--- config.mk ---
export PLATFORM = sky130hd
export DESIGN_NAME = joy_event_queue_flat
export DESIGN_NICKNAME = d
export VERILOG_FILES = /design/src/rtl/joy_event_queue_if.sv /design/src/rtl/joy_event_queue.sv /design/src/flat_wrapper.sv
export SDC_FILE = /design/constraint.sdc
export NUM_CORES = 1
export LEC_CHECK = 0
export CORE_AREA = 2 2 132 134
export DETAILED_ROUTE_END_ITERATION = 10
export DIE_AREA = 0 0 134 136
export MAX_ROUTING_LAYER = met4
export PLACE_DENSITY = 0.69
export SLEW_MARGIN = 5
export SYNTH_ARGS = -nofsm -noshare
export SYNTH_HDL_FRONTEND = slang
export SYNTH_SLANG_ARGS = --single-unit
--- constraint.sdc ---
create_clock -name clk -period 5.1 [get_ports clk]
set_clock_uncertainty 0.05 [all_clocks]
set_input_delay 1.53 -clock clk [delete_from_list [all_inputs] [get_ports clk]]
set_output_delay 1.53 -clock clk [all_outputs]
set_load 0.005 [all_outputs]
--- src/rtl/joy_event_queue_if.sv ---
// Joystick event queue bus: snapshot inputs, CPU pop/clear strobes, FIFO status.
// Latency: n/a (wiring only).
// Backpressure: none; the queue absorbs events and flags overflow instead.
interface joy_event_queue_if #(
  parameter int DEPTH = 16
);
  localparam int AW = $clog2(DEPTH);

  logic        en;
  logic [11:0] status1;
  logic [11:0] status2;
  logic        rd;
  logic        ovf_clr;
  logic [7:0]  dout;
  logic        empty;
  logic        full;
  logic [AW:0] count;
  logic        ovf;
  logic        busy;

  // Master: poller/CPU side driving snapshots and strobes.
  modport master (
    output en, status1, status2, rd, ovf_clr,
    input  dout, empty, full, count, ovf, busy
  );

  // Slave: the event queue itself.
  modport slave (
    input  en, status1, status2, rd, ovf_clr,
    output dout, empty, full, count, ovf, busy
  );
endinterface

--- src/rtl/joy_event_queue.sv ---
// Turns joystick button changes into press/release bytes queued in a show-ahead FIFO.
// Latency: change seen in IDLE -> 24-cycle scan, one bit per cycle; pushed event on dout/count next cycle.
// Backpressure: none toward the poller; pushes into a full FIFO without a same-cycle pop are dropped and set ovf.
module joy_event_queue #(
  parameter  int DEPTH = 16,
  localparam int AW    = $clog2(DEPTH)
) (
  input  logic            clk,
  input  logic            reset,
  joy_event_queue_if.slave bus
);

  localparam int CW = AW + 1;

  typedef enum logic {
    IDLE = 1'b0,
    SCAN = 1'b1
  } state_t;

  // Scanner state
  state_t      state_q, state_d;
  logic [4:0]  idx_q, idx_d;
  logic [23:0] diff_q, diff_d;
  logic [23:0] cur_q, cur_d;
  logic [11:0] snap1_q, snap1_d;
  logic [11:0] snap2_q, snap2_d;

  // Scanner -> FIFO
  logic        push;
  logic [7:0]  push_dat;
  logic        is_j2;
  logic [3:0]  bit_idx;

  // FIFO state
  logic [7:0]  mem [DEPTH];
  logic [AW-1:0] wptr_q, wptr_d;
  logic [AW-1:0] rptr_q, rptr_d;
  logic [CW-1:0] cnt_q, cnt_d;
  logic [CW-1:0] remain;
  logic [7:0]  dout_q, dout_d;
  logic        ovf_q, ovf_d;
  logic        full_w;
  logic        do_pop;
  logic        do_push;
  logic        drop;

  // Bits 0..11 belong to joystick 1, 12..23 to joystick 2.
  assign is_j2   = (idx_q >= 5'd12);
  assign bit_idx = is_j2 ? 4'(idx_q - 5'd12) : idx_q[3:0];

  // Scanner next-state: latch the change mask in IDLE, then walk it one bit per cycle.
  always_comb begin
    state_d  = state_q;
    idx_d    = idx_q;
    diff_d   = diff_q;
    cur_d    = cur_q;
    snap1_d  = snap1_q;
    snap2_d  = snap2_q;
    push     = 1'b0;
    push_dat = 8'h00;
    case (state_q)
      IDLE: begin
        if ((bus.status1 != snap1_q) || (bus.status2 != snap2_q)) begin
          // Snapshot always follows the inputs; events only when enabled.
          snap1_d = bus.status1;
          snap2_d = bus.status2;
          if (bus.en) begin
            diff_d  = {bus.status2 ^ snap2_q, bus.status1 ^ snap1_q};
            cur_d   = {bus.status2, bus.status1};
            idx_d   = 5'd0;
            state_d = SCAN;
          end
        end
      end
      SCAN: begin
        push     = diff_q[idx_q];
        push_dat = {cur_q[idx_q], is_j2, 2'b00, bit_idx};
        if (idx_q == 5'd23) begin
          state_d = IDLE;
        end else begin
          idx_d = idx_q + 5'd1;
        end
      end
      default: state_d = IDLE;
    endcase
  end

  // Scanner registers.
  always_ff @(posedge clk or posedge reset) begin
    if (reset) begin
      state_q <= IDLE;
      idx_q   <= 5'd0;
      diff_q  <= 24'd0;
      cur_q   <= 24'd0;
      snap1_q <= 12'd0;
      snap2_q <= 12'd0;
    end else begin
      state_q <= state_d;
      idx_q   <= idx_d;
      diff_q  <= diff_d;
      cur_q   <= cur_d;
      snap1_q <= snap1_d;
      snap2_q <= snap2_d;
    end
  end

  // A pop on a full FIFO frees the slot, so a same-cycle push is never dropped.
  assign full_w  = (cnt_q == CW'(DEPTH));
  assign do_pop  = bus.rd && (cnt_q != '0);
  assign do_push = push && (!full_w || do_pop);
  assign drop    = push && full_w && !do_pop;
  assign remain  = cnt_q - CW'(do_pop);

  // FIFO next-state, including the registered show-ahead head.
  always_comb begin
    rptr_d = rptr_q + AW'(do_pop);
    wptr_d = wptr_q + AW'(do_push);
    cnt_d  = cnt_q + CW'(do_push) - CW'(do_pop);
    ovf_d  = ovf_q;
    dout_d = dout_q;
    if (drop) begin
      ovf_d = 1'b1;
    end else if (bus.ovf_clr) begin
      ovf_d = 1'b0;
    end
    // Head comes from storage unless the FIFO would otherwise be empty,
    // in which case the entry being written this cycle is the new head.
    if (remain != '0) begin
      dout_d = mem[rptr_d];
    end else if (do_push) begin
      dout_d = push_dat;
    end
  end

  // FIFO storage; contents need no reset because the pointers define validity.
  always_ff @(posedge clk) begin
    if (do_push) begin
      mem[wptr_q] <= push_dat;
    end
  end

  // FIFO pointers, count, head and overflow flag.
  always_ff @(posedge clk or posedge reset) begin
    if (reset) begin
      wptr_q <= '0;
      rptr_q <= '0;
      cnt_q  <= '0;
      dout_q <= 8'h00;
      ovf_q  <= 1'b0;
    end else begin
      wptr_q <= wptr_d;
      rptr_q <= rptr_d;
      cnt_q  <= cnt_d;
      dout_q <= dout_d;
      ovf_q  <= ovf_d;
    end
  end

  assign bus.dout  = dout_q;
  assign bus.empty = (cnt_q == '0);
  assign bus.full  = full_w;
  assign bus.count = cnt_q;
  assign bus.ovf   = ovf_q;
  assign bus.busy  = (state_q == SCAN);

endmodule

--- src/flat_wrapper.sv ---
// flat-port wrapper written by rule: the top's interface ports become plain ports
module joy_event_queue_flat 
#(
  parameter  int DEPTH = 16,
  localparam int AW    = $clog2(DEPTH)
)
  (clk, reset, bus_en, bus_status1, bus_status2, bus_rd, bus_ovf_clr, bus_dout, bus_empty, bus_full, bus_count, bus_ovf, bus_busy);
  joy_event_queue_if #(.DEPTH(DEPTH)) bus_i ();
  input  logic clk;
  input  logic reset;
  input wire logic [$bits(bus_i.en)-1:0] bus_en;
  input wire logic [$bits(bus_i.status1)-1:0] bus_status1;
  input wire logic [$bits(bus_i.status2)-1:0] bus_status2;
  input wire logic [$bits(bus_i.rd)-1:0] bus_rd;
  input wire logic [$bits(bus_i.ovf_clr)-1:0] bus_ovf_clr;
  output wire logic [$bits(bus_i.dout)-1:0] bus_dout;
  output wire logic [$bits(bus_i.empty)-1:0] bus_empty;
  output wire logic [$bits(bus_i.full)-1:0] bus_full;
  output wire logic [$bits(bus_i.count)-1:0] bus_count;
  output wire logic [$bits(bus_i.ovf)-1:0] bus_ovf;
  output wire logic [$bits(bus_i.busy)-1:0] bus_busy;
  assign bus_i.en = bus_en;
  assign bus_i.status1 = bus_status1;
  assign bus_i.status2 = bus_status2;
  assign bus_i.rd = bus_rd;
  assign bus_i.ovf_clr = bus_ovf_clr;
  assign bus_dout = bus_i.dout;
  assign bus_empty = bus_i.empty;
  assign bus_full = bus_i.full;
  assign bus_count = bus_i.count;
  assign bus_ovf = bus_i.ovf;
  assign bus_busy = bus_i.busy;
  joy_event_queue #(.DEPTH(DEPTH)) u_core (.clk(clk), .reset(reset), .bus(bus_i));
endmodule
# ---- Word-level counts from Yosys, hierarchy flattened
# Memory sizes are Yosys's and may differ from the RTL's.
# Index checks and enable logic that the tools add are counted.
dict set report classes {
  n_addsub 7
  n_lt_le_gt_ge 2
  eq_ne 7
  mux 21
  bitwise_logic 3
  n_reduce_logical 16
}
# op count
set op_table {}
lappend op_table {{$mux 8} 3}
lappend op_table {{$ne 12x12->1} 2}
lappend op_table {{$xor 12x12->12} 2}
lappend op_table {{$mux 5} 3}
lappend op_table {{$bmux 1 s5} 2}
lappend op_table {{$eq 5x5->1 const B} 2}
lappend op_table {{$mux 1} 10}
lappend op_table {{$pmux 5 s2} 1}
lappend op_table {{$reduce_bool 5->1} 2}
lappend op_table {{$sub 5x1->5} 2}
lappend op_table {{$add 4x1->4} 2}
lappend op_table {{$lt 5x6->1 const B} 1}
lappend op_table {{$reduce_and 3->1} 2}
lappend op_table {{$add 5x1->5} 1}
lappend op_table {{$add 5x1->5 const B} 1}
lappend op_table {{$ge 5x4->1 const B} 1}
lappend op_table {{$logic_not 5->1} 1}
lappend op_table {{$logic_and 1x1->1} 4}
lappend op_table {{$mux 4} 1}
lappend op_table {{$ne 2x2->1 const B} 2}
lappend op_table {{$reduce_bool 2->1} 2}
lappend op_table {{$sub 4x4->4 const B} 1}
lappend op_table {{$logic_not 1->1} 2}
lappend op_table {{$logic_or 1x1->1} 2}
lappend op_table {{4 further kinds} 4}
dict set report word_totals {
  ff_bits 100
  ram_bits 128
  input_bits 29
  out_inout_bits 17
  wordCells 68
  memories 1
}
# memory words width rd rd_ports_with_merged_regs write_ports line_no
set memory_table {}
lappend memory_table {u_core.mem 16 8 1 0 1 joy_event_queue.sv:35} ;# logic [7:0] mem [DEPTH];

# ---- Longest topological paths before layout
# Gate-level depths: netlist of run 1.
dict set report logic_depth {
  depth_word 6
  mapped_depth 14
  mapped_depth_nobuf 12
}

# ---- Least setup slack after synthesis of run 1
# No wires, ideal clock.
dict set report synth_path {
  kind {input port to flip-flop}
  startpoint {input bus_rd}
  endpoint {register u_core.dout_q[7], in the netlist u_core.bus.dout[7]}
  setup_ps 126
  t_arrival_ps 3689
  required_ps 4924
  slack_ps 1234
  path_stages 9
  n_path_buf 2
  path_cell_list {inv_1 > nor2_1 > ha_1 > clkbuf_1 > buf_2 > mux4_2 > a211oi_1 > a211oi_1 > a311o_1}
}
dict set report synth_between {
  elab_chain_cells 4
  elab_cells_between_ends 9
  cone_classes {2 x add/sub; 1 x mux; 5 x reduce/logical; 1 x memory}
}
# item line_no
set synth_rtl {}
lappend synth_rtl {{start: declaration} flat_wrapper.sv:14} ;# input wire logic [$bits(bus_i.rd)-1:0] bus_rd;
lappend synth_rtl {{$logic_and 1x1->1} joy_event_queue.sv:109} ;# assign do_pop = bus.rd && (cnt_q != '0);
lappend synth_rtl {{$add 4x1->4} joy_event_queue.sv:116} ;# rptr_d = rptr_q + AW'(do_pop);
lappend synth_rtl {{named net u_core.rptr_d[0]} joy_event_queue.sv:37} ;# logic [AW-1:0] rptr_q, rptr_d;
lappend synth_rtl {{$mem_v2 16x8} n/a}
lappend synth_rtl {{$mux 8} joy_event_queue.sv:128} ;# if (remain != '0) begin
lappend synth_rtl {{end signal: assignment} joy_event_queue.sv:154} ;# dout_q <= dout_d;
lappend synth_rtl {{end: declaration} joy_event_queue.sv:40} ;# logic [7:0] dout_q, dout_d;
# The timed path passes the listed nets, and every way through them passes these cells.
# A chain may end at the register's enable or synchronous reset.

# ---- Worst setup path after layout of run 1
dict set report layout_path {
  startpoint {input bus_status2[0]}
  endpoint {register u_core.cur_q[13]}
}
dict set report layout_between {
  elab_chain_cells 3
}
# item line_no
set layout_rtl {}
lappend layout_rtl {{start: declaration} flat_wrapper.sv:13} ;# input wire logic [$bits(bus_i.status2)-1:0] bus_status2;
lappend layout_rtl {{$ne 12x12->1} joy_event_queue.sv:63} ;# if ((bus.status1 != snap1_q) || (bus.status2 != snap2_q)) begin
lappend layout_rtl {{$logic_or 1x1->1} joy_event_queue.sv:63}
lappend layout_rtl {{$reduce_and 3->1 (no source line)} n/a}
lappend layout_rtl {{end signal: assignment} joy_event_queue.sv:101} ;# cur_q <= cur_d;
lappend layout_rtl {{end: declaration} joy_event_queue.sv:24} ;# logic [23:0] cur_q, cur_d;
# No other way between the ends.

==> results of run 1 <==
## cell families (layout without fill, tap and decap cells)
family,after synthesis,in the layout,share of synthesized area [%]
XOR/XNOR,35,35,3.60
AO/OA/AOI/OAI,39,39,2.85
AND/OR/NAND/NOR,105,105,6.35
flip-flops,194,194,62.6
other,1,2,0.0440
buffers and inverters,42,106,2.17
adder cells (fa/ha/maj),17,17,2.58
multiplexers,121,121,19.8
## through the flow
step | hold slack [ns] | instance area, um2 | power [uW] | util, % | worst slack (ns)
floorplan | 0.402 | 8530 | 4720 | - | 0.958
global placement | 0.416 | 9300 | 5470 | 55.1 | 0.809
detailed placement | 0.424 | 9300 | 5600 | 55.1 | 0.679
CTS | 0.440 | 9870 | 6890 | 58.5 | 1.14
global route | 0.456 | 9870 | 7290 | 58.5 | 0.980
finish | 0.435 | 9870 | 6820 | 58.5 | 1.13
## cell usage after synthesis (2+ instances only)
master                     instances  area, um2
sky130_fd_sc_hd__edfxtp_1         96       2880
sky130_fd_sc_hd__nand2_1          19       71.3
sky130_fd_sc_hd__or3_1             3       18.8
sky130_fd_sc_hd__dfrtp_1          98       2450
sky130_fd_sc_hd__ha_1             16        200
sky130_fd_sc_hd__inv_1            16       60.1
sky130_fd_sc_hd__nand4_1           4       25.0
sky130_fd_sc_hd__buf_4             2       15.0
sky130_fd_sc_hd__mux4_2           32        721
sky130_fd_sc_hd__nand3_1           6       30.0
sky130_fd_sc_hd__a22oi_1           2       15.0
sky130_fd_sc_hd__o31ai_1           2       15.0
sky130_fd_sc_hd__nor4_1            3       18.8
sky130_fd_sc_hd__mux2_1           43        484
sky130_fd_sc_hd__and3_1            5       31.3
sky130_fd_sc_hd__clkbuf_1          7       26.3
sky130_fd_sc_hd__mux2_2           21        236
sky130_fd_sc_hd__nor3_1           12       60.1
sky130_fd_sc_hd__buf_2            16       80.1
sky130_fd_sc_hd__xor2_1           21        184
sky130_fd_sc_hd__or4_1             3       22.5
sky130_fd_sc_hd__nor2b_1           3       18.8
sky130_fd_sc_hd__a21oi_2           2       17.5
sky130_fd_sc_hd__nand2b_1          6       37.5
sky130_fd_sc_hd__xnor2_1          14        123
sky130_fd_sc_hd__mux2i_1          25        250
sky130_fd_sc_hd__nand3b_1          2       15.0
sky130_fd_sc_hd__a211oi_1          2       15.0
sky130_fd_sc_hd__nor2_1           31        116
sky130_fd_sc_hd__a21oi_1          21        105
sky130_fd_sc_hd__nor4_2            2       25.0
sky130_fd_sc_hd__a31oi_1           3       18.8
## flip-flops by register name, summed over array words and instances, names as in the netlist
register and count:
u_core.bus.dout 6, u_core.wptr_q 4, u_core.diff_q 24, u_core.bus.ovf 1
u_core.idx_q 5, u_core.snap1_q 12, u_core.mem 96, u_core.snap2_q 12
u_core.rptr_q 4, u_core.bus.count 5, u_core.bus.busy 1, u_core.cur_q 24
## power by group
| group | internal [uW] | total, uW | switching [uW] |
|---|---|---|---|
| sequential | 2420 | 2790 | 370 |
| combinational | 1350 | 2770 | 1420 |
| clock | 651 | 1270 | 620 |
## layer usage
| layer | global-route usage, % | routed length [um] | up-vias |
|---|---|---|---|
| li1 | - | - | 2170 |
| met1 | 24.7 | 6920 | 2361 |
| met2 | 31.5 | 8220 | 85 |
| met3 | 3.43 | 482 | 11 |
| met4 | 7.45 | 161 | 0 |
| met5 | - | 0 | - |
## final timing paths
| kind | from | endpoint | slack (ns) | cells after the start |
|---|---|---|---|---|
| worst max-delay path | bus_status2[0] | u_core.cur_q[13] | 1.13 | 7 |
| worst min-delay path | u_core.diff_q[19] | u_core.diff_q[19] | 0.44 | 1 |
| worst max register to register | u_core.idx_q[1] | u_core.bus.count[4] | 1.45 | 13 |
| worst min register to register | u_core.diff_q[19] | u_core.diff_q[19] | 0.44 | 1 |
| max in group asynchronous | reset | u_core.cur_q[8] | 2.68 | 3 |
| min in group asynchronous | reset | u_core.bus.count[4] | 1.50 | 2 |
## area by class of cell
class	instances	area, um2	area share [%]
well taps	225	282	2.85
clock buffers	17	425	4.31
clock inverters	15	145	1.47
inverters	16	62.6	0.634
repair buffers	58	593	6.01
multi-input cells	319	3020	30.6
flip-flops and latches	194	5340	54.1
==> flow_metrics.tcl, run 1 <==
set metrics [dict create \
    outcome "finished, final reports clean" \
    max-vdd-ir-drop_uv 362 \
    htree_num_levels 4 \
    dp_hpwl_um 11300 \
    post_synth.cell_area_avg_um2 15.4 \
    critical_path_class "input pin to register" \
    cell_at_the_root_of_the_clock_tree "sky130_fd_sc_hd__clkbuf_16" \
    placed_cells 812 \
    drive_gt1_share_pct 17.3 \
    via_count_of_the_first_global_routing_pass 4858 \
    post-route-drc-count 0 \
    core_region_area_mm2 0.0169 \
    layout_worst_path_cycle_share_pct 77.8 \
    grt_overflow 0 \
    synth_cell_types 48 \
    critical-path-max-stage-delay_ns 0.60 \
    synth.yosys.seq_area_share_pct 62.6 \
    clock_latency_ns 0.43 \
    setup.worst_path.start_class "input pin" \
    cpMaxStageDelayCell "sky130_fd_sc_hd__or4b_1" \
    ant_nets 0 \
    final_common_cell "sky130_fd_sc_hd__dfrtp_1" \
    grt_antenna_before_repair 0 \
    maxCapViolCount 0 \
    setup_viol_count_final 0 \
    slew_at_the_pin_closest_to_its_max_slew_limit_ns 1.10 \
    critPathRequiredTime_ns 5.36 \
    power.static_leakage_uw 0.00378 \
    finalNonFillerCells 844 \
    post_drt_wl_per_cell_um 18.7 \
    area_growth_pct 15.7 \
    dieArea_mm2 0.0182 \
    synth_cells 554 \
    post_cts_resize_count 0 \
    vias 4627 \
    die_w_um 134 \
    arrival_ns 4.22 \
    number_of_design_rule_violations_left_by_the_first_detailed_router_iteration 205 \
    final_period_minus_worst_setup_slack_ns 3.97 \
    clkTransAtPathRegs_ns 0.07 \
    start_util_pct 50.5 \
    placement_rows 48 \
    grt_first_pass_wirelength_um 26000 \
    min_path_type "register to register" \
    pwr_density_cell_mw_per_mm2 692 \
    grt_util_all_layers_pct 19.4 \
    final-max-slew-violation-count 0 \
    path_cells "clkdlybuf4s50_1, xor2_1, or4b_1, nor4_2, a21oi_4, buf_12, mux2_1" \
    setup_repair_after_global_routing_missed_its_margin "no" \
    setup_fix_buffers_added_after_clock_tree_synthesis 0 \
    numCtsBuffers 17 \
    routed_wire_length_um 15800 \
    portBuffers 43 \
    total_clock_sinks 194 \
    ios 46 \
    postSynthRegisterBits 194 \
    cpLargestDelayFamily "simple AND/OR/NAND/NOR gates" \
    synth_warnings 0 \
    crit_buf_inv 2 \
    synth_enable_flop_cells 96 \
    fill_cells 1310 \
    diodes 0 \
    crit_path_max_fanout 34 \
    ctsLongestPathBuffers 2 \
    drt-vias-per-instance 5.48 \
    chipHeight_um 136 \
    drt-pass1-iter-count 4 \
    timing.fmax_mhz 252 \
    endpoint_kind "register" \
    worst_slew_margin_rel_pct 26.6 \
    post_synth_instance_area_mm2 0.00853 \
    cts_hold_repair.buffers 0 \
    grt_max_degree 53 \
    fin_setup_tns_ns 0 \
    finish.net_count 652 \
    postSynth.asyncResetShare_pct 50.5 \
    place.gp.congestion 0.807 \
    postSynth.topFlopCell "sky130_fd_sc_hd__dfrtp_1" \
    tritoncts "built" \
    layout_common_cells "sky130_fd_sc_hd__dfrtp_1 (98), sky130_fd_sc_hd__edfxtp_1 (96), sky130_fd_sc_hd__mux2_1 (43), sky130_fd_sc_hd__clkdlybuf4s50_1 (43), sky130_fd_sc_hd__mux4_2 (32)" \
    report.final.hold_viol_count 0 \
]
No activity file was read; power rests on OpenSTA's default activity.
==> run 2: changes to the inputs <==
--- a/config.mk
+++ b/config.mk
@@ -9,7 +9,7 @@
 export DETAILED_ROUTE_END_ITERATION = 10
 export DIE_AREA = 0 0 134 136
 export MAX_ROUTING_LAYER = met4
-export PLACE_DENSITY = 0.69
+export PLACE_DENSITY = 0.72
 export SLEW_MARGIN = 5
 export SYNTH_ARGS = -nofsm -noshare
 export SYNTH_HDL_FRONTEND = slang
==> constraint.sdc (replaced) <==
create_clock -name clk -period 3.2 [get_ports clk]
set_clock_uncertainty 0.05 [all_clocks]
set_input_delay 0.96 -clock clk [delete_from_list [all_inputs] [get_ports clk]]
set_output_delay 0.96 -clock clk [all_outputs]
set_load 0.005 [all_outputs]
==> flow_metrics.tcl, run 2 (synthesized netlist as in run 1, its figures left out) <==
set metrics [dict create \
    htree_num_levels 4 \
    slew_at_the_pin_closest_to_its_max_slew_limit_ns 1.20 \
    drive_gt1_share_pct 23.7 \
    grt_antenna_before_repair 0 \
    numCtsBuffers 17 \
    drt-vias-per-instance 5.55 \
    ctsLongestPathBuffers 2 \
    ant_nets 0 \
    top_register "u_core.mem" \
    tritoncts "built" \
    dp_hpwl_um 12300 \
    cts_hold_repair.buffers 0 \
    vias 4971 \
    min_path_type "register to register" \
    finalNonFillerCells 895 \
    clkTransAtPathRegs_ns 0.07 \
    clock_latency_ns 0.43 \
    grt_util_all_layers_pct 20.9 \
    total_clock_sinks 194 \
    arrival_ns 2.06 \
    dpl_worst_slack_ns -0.337 \
    pwr_density_cell_mw_per_mm2 1100 \
    grt_max_degree 53 \
    chipHeight_um 136 \
    final_common_cell "sky130_fd_sc_hd__dfrtp_1" \
    fin_setup_tns_ns 0 \
    area_growth_pct 21.2 \
    core_region_area_mm2 0.0169 \
    max-vdd-ir-drop_uv 625 \
    setup_fix_buffers_added_after_clock_tree_synthesis 0 \
    diodes 0 \
    portBuffers 43 \
    via_count_of_the_first_global_routing_pass 5223 \
    final-max-slew-violation-count 0 \
    path_cells "inv_1, ha_1, nor4b_4, buf_4, clkdlybuf4s50_1" \
    outcome "finished, final reports clean" \
    critical-path-max-stage-delay_ns 0.49 \
    placed_cells 863 \
    layout_common_cells "sky130_fd_sc_hd__dfrtp_1 (98), sky130_fd_sc_hd__edfxtp_1 (96), sky130_fd_sc_hd__buf_4 (59)" \
    final_period_minus_worst_setup_slack_ns 3.07 \
    layout_worst_path_cycle_share_pct 95.9 \
    dieArea_mm2 0.0182 \
    routed_wire_length_um 17300 \
    crit_buf_inv 3 \
    setup_viol_count_final 0 \
    crit_path_max_fanout 4 \
    number_of_design_rule_violations_left_by_the_first_detailed_router_iteration 383 \
    endpoint_kind "primary output" \
    grt_first_pass_wirelength_um 28000 \
    biggestRegsByFlops "u_core.mem: 96 flops, u_core.cur_q: 24 flops, u_core.diff_q: 24 flops" \
    report.final.hold_viol_count 0 \
    place.gp.congestion 0.800 \
    start_util_pct 50.5 \
    finalWorstSetupSlack_ns 0.132 \
    timing.fmax_mhz 326 \
    grt_overflow 0 \
    drt-pass1-iter-count 5 \
    cell_at_the_root_of_the_clock_tree "sky130_fd_sc_hd__clkbuf_16" \
    ios 46 \
    placement_rows 48 \
    die_w_um 134 \
    cpLargestDelayFamily "buffers and inverters" \
    maxCapViolCount 0 \
    critPathRequiredTime_ns 2.19 \
    post_cts_resize_count 0 \
    cpMaxStageDelayCell "sky130_fd_sc_hd__clkdlybuf4s50_1" \
    largest_register_ffs 96 \
    placed_cell_area_mm2 0.00972 \
    post_drt_wl_per_cell_um 19.3 \
    critical_path_class "register to primary output" \
    finished_cell_area_mm2 0.0103 \
    worst_slew_margin_rel_pct 20.0 \
    post-route-drc-count 0 \
    setup.worst_path.start_class "register" \
    power.static_leakage_uw 0.00404 \
    setup_repair_after_global_routing_missed_its_margin "no" \
    finish.net_count 703 \
]
run 2: path summary, 6_finish.rpt:
| path | startpoint | endpoint | slack, ns | depth (start not counted) |
|---|---|---|---|---|
| max | u_core.bus.count[2] | bus_empty | 0.13 | 5 |
| min reg2reg | u_core.diff_q[1] | u_core.diff_q[1] | 0.44 | 1 |
| max reg2reg | u_core.bus.count[2] | u_core.bus.dout[0] | 0.22 | 10 |
| min | u_core.diff_q[1] | u_core.diff_q[1] | 0.44 | 1 |
| max in group asynchronous | reset | u_core.bus.busy | 1.63 | 3 |
| min in group asynchronous | reset | u_core.diff_q[11] | 0.84 | 2 |
run 2: layout make-up:
class	count	area, um2
fillers	1227	6540
flip-flops and latches	194	5340
multi-input cells	319	3060
repair buffers	109	1010
clock buffers	18	429
well taps	225	282
clock inverters	14	154
inverters	16	63.8
run 2: worst register-to-register path, stage by stage, from the launching register on:
cell                      delay, ns
sky130_fd_sc_hd__dfrtp_1       0.38
sky130_fd_sc_hd__inv_1         0.13
sky130_fd_sc_hd__ha_1          0.23
sky130_fd_sc_hd__nor4b_4       0.25
sky130_fd_sc_hd__nor2_1        0.08
sky130_fd_sc_hd__ha_2          0.43
sky130_fd_sc_hd__buf_12        0.18
sky130_fd_sc_hd__mux4_2        0.52
sky130_fd_sc_hd__mux4_2        0.49
sky130_fd_sc_hd__nor2_1        0.10
sky130_fd_sc_hd__a21oi_1       0.05
run 2: power by group:
group / internal [uW] / switching, uW
logic: 2470 / 2450
registers: 3840 / 521
clock network: 1100 / 982
run 2: through the flow:
stage,hold slack [ns],total power [uW],util [%]
floorplan,0.402,7540,-
global placement,0.416,9050,57.6
detailed placement,0.424,9280,57.6
CTS,0.440,11400,61.1
global route,0.458,12100,61.2
finish,0.439,11400,61.2
run 2: metal layers:
metal	track usage (%)	up-vias	wire length [um]
met4	5.44	0	172
met2	33.6	124	8830
met5	-	-	0
met1	27.5	2552	7760
li1	-	2280	-
met3	4.44	15	531
==> run 3: changes to the inputs <==
--- a/config.mk
+++ b/config.mk
@@ -5,11 +5,12 @@
 export SDC_FILE = /design/constraint.sdc
 export NUM_CORES = 1
 export LEC_CHECK = 0
-export CORE_AREA = 2 2 132 134
+export CORE_AREA = 2 2 134 136
+export CTS_CLUSTER_DIAMETER = 100
 export DETAILED_ROUTE_END_ITERATION = 10
-export DIE_AREA = 0 0 134 136
+export DIE_AREA = 0 0 136 138
 export MAX_ROUTING_LAYER = met4
-export PLACE_DENSITY = 0.72
+export PLACE_DENSITY = 0.7
 export SLEW_MARGIN = 5
 export SYNTH_ARGS = -nofsm -noshare
 export SYNTH_HDL_FRONTEND = slang
==> flow_metrics.tcl, run 3 (synthesized netlist as in run 1, its figures left out) <==
set metrics [dict create \
    total_clock_sinks 194 \
    dp_hpwl_um 12000 \
    ios 46 \
    cell_at_the_root_of_the_clock_tree "sky130_fd_sc_hd__clkbuf_16" \
    clkTransAtPathRegs_ns 0.07 \
    place.gp.congestion 0.835 \
    ctsLongestPathBuffers 2 \
    finish.net_count 697 \
    final_util_pct 58.7 \
    crit_path_max_fanout 5 \
    start_util_pct 48.6 \
    routed_wire_length_um 16900 \
    area_growth_pct 20.8 \
    drive_gt1_share_pct 23.2 \
    layout_worst_path_cycle_share_pct 94.3 \
    fin_setup_tns_ns 0 \
    setup.worst_path.start_class "input pin" \
    maxCapViolCount 0 \
    critPathRequiredTime_ns 3.46 \
    ant_nets 0 \
    reg2regPathDepth 11 \
    tritoncts "built" \
    portBuffers 43 \
    number_of_design_rule_violations_left_by_the_first_detailed_router_iteration 275 \
    pwr-share-comb_pct 43.6 \
    grt_max_degree 99 \
    numCtsBuffers 17 \
    final_period_minus_worst_setup_slack_ns 3.02 \
    drt-vias-per-instance 5.50 \
    diodes 0 \
    setup_fix_buffers_added_after_clock_tree_synthesis 0 \
    max-vdd-ir-drop_uv 629 \
    worst_slew_margin_rel_pct 57.4 \
    slew_at_the_pin_closest_to_its_max_slew_limit_ns 0.639 \
    layout_common_cells "sky130_fd_sc_hd__dfrtp_1 (98), sky130_fd_sc_hd__edfxtp_1 (96), sky130_fd_sc_hd__buf_4 (53)" \
    switching_share_pct 34.7 \
    finished_cell_area_mm2 0.0103 \
    htree_num_levels 4 \
    global_route_met3_utilization_pct 4.47 \
    critical_path_class "input pin to register" \
    seqPwrFrac_pct 38.2 \
    setup_viol_count_final 0 \
    clock_latency_ns 0.43 \
    die_w_um 136 \
    vias 4908 \
    globalRoute.busiestLayer "met2" \
    pwr_density_cell_mw_per_mm2 1100 \
    arrival_ns 3.28 \
    endpoint_kind "register" \
    final_common_cell "sky130_fd_sc_hd__dfrtp_1" \
    grt_util_all_layers_pct 20.1 \
    grt_overflow 0 \
    grt_antenna_before_repair 0 \
    final-max-slew-violation-count 0 \
    drt-pass1-iter-count 4 \
    gr-usage-met2_pct 31.2 \
    largest_register_ffs 96 \
    dpl_worst_slack_ns -0.295 \
    globalRouteMet1Util_pct 26.7 \
    biggestRegsByFlops "u_core.mem: 96 flops, u_core.cur_q: 24 flops, u_core.diff_q: 24 flops" \
    placement_rows 49 \
    via_count_of_the_first_global_routing_pass 5225 \
    clockPowerShare_pct 18.3 \
    grt_first_pass_wirelength_um 28100 \
    top_register "u_core.mem" \
    dieArea_mm2 0.0188 \
    post_drt_wl_per_cell_um 18.9 \
    cell_internal_pwr_uw 7410 \
    timing.fmax_mhz 332 \
    min_path_type "register to register" \
    report.final.hold_viol_count 0 \
    outcome "finished, final reports clean" \
    placed_cells 860 \
    min_path_cells 1 \
    chipHeight_um 138 \
    finalNonFillerCells 893 \
    power.static_leakage_uw 0.00402 \
    setup_repair_after_global_routing_missed_its_margin "no" \
    finalWorstSetupSlack_ns 0.184 \
    core_region_area_mm2 0.0175 \
    switchingPower_uw 3940 \
    placed_cell_area_mm2 0.00966 \
    post-route-drc-count 0 \
]
run 3: changes by cell type in the layout (fill, tap and decap cells not counted), sizes merged:
cell and change:
bufinv -1, clkinv +1, inv +1, clkinvlp -2, clkbuf +2, buf -7
run 3: final timing paths:
check | from | end | slack, ns
min in group asynchronous | reset | u_core.snap1_q[4] | 0.96
max reg2reg | u_core.bus.count[2] | u_core.bus.dout[2] | 0.20
max in group asynchronous | reset | u_core.rptr_q[1] | 1.71
min | u_core.cur_q[1] | u_core.cur_q[1] | 0.44
max | bus_rd | u_core.bus.dout[7] | 0.18
min reg2reg | u_core.cur_q[1] | u_core.cur_q[1] | 0.44
run 3: metal layers:
metal	wire, um	share of wire [%]
met1	7330	43
met2	8550	51
met3	675	4.0
met4	341	2.0
met5	0	0
run 3: through the flow:
step           hold slack (ns)  power (uW)
2_1_floorplan            0.402        7540
3_3_place_gp             0.417        9050
3_5_place_dp             0.425        9280
4_1_cts                  0.442       11400
5_1_grt                  0.453       12100
6_report                 0.437       11400
run 3: power by group through the flow:
stage | combinational [uW] | clock (uW) | sequential, uW
after floorplan | 3310 | 0 | 4230
after global placement | 4730 | 0 | 4330
after detailed placement | 4900 | 0 | 4370
after CTS | 4940 | 2120 | 4330
after global routing | 5480 | 2230 | 4440
final | 4950 | 2070 | 4330
run 3: area by class of cell:
cell class | instances | area (um2)
clock inverter | 13 | 121
sequential | 194 | 5340
clock buffer | 19 | 464
tap | 229 | 287
multi-input combinational | 319 | 3050
timing repair buffer | 103 | 973
inverter | 16 | 63.8
fill | 1353 | 7240
run 3: worst max-delay path: stages:
cell                              delay [ns]
sky130_fd_sc_hd__clkdlybuf4s50_1        0.49
sky130_fd_sc_hd__inv_1                  0.06
sky130_fd_sc_hd__buf_4                  0.13
sky130_fd_sc_hd__or3_1                  0.36
sky130_fd_sc_hd__inv_1                  0.07
sky130_fd_sc_hd__ha_1                   0.20
sky130_fd_sc_hd__nand2_1                0.07
sky130_fd_sc_hd__a2bb2oi_1              0.12
sky130_fd_sc_hd__o22a_1                 0.20
sky130_fd_sc_hd__nor4_2                 0.14
sky130_fd_sc_hd__buf_4                  0.18
sky130_fd_sc_hd__a211oi_1               0.04
sky130_fd_sc_hd__a311o_1                0.27
run 3: timing repair:
action,in CTS,in global routing
hold buffers,0,0
endpoints found under the hold margin,0,0
setup endpoints to repair,0,7
resized for setup,0,4
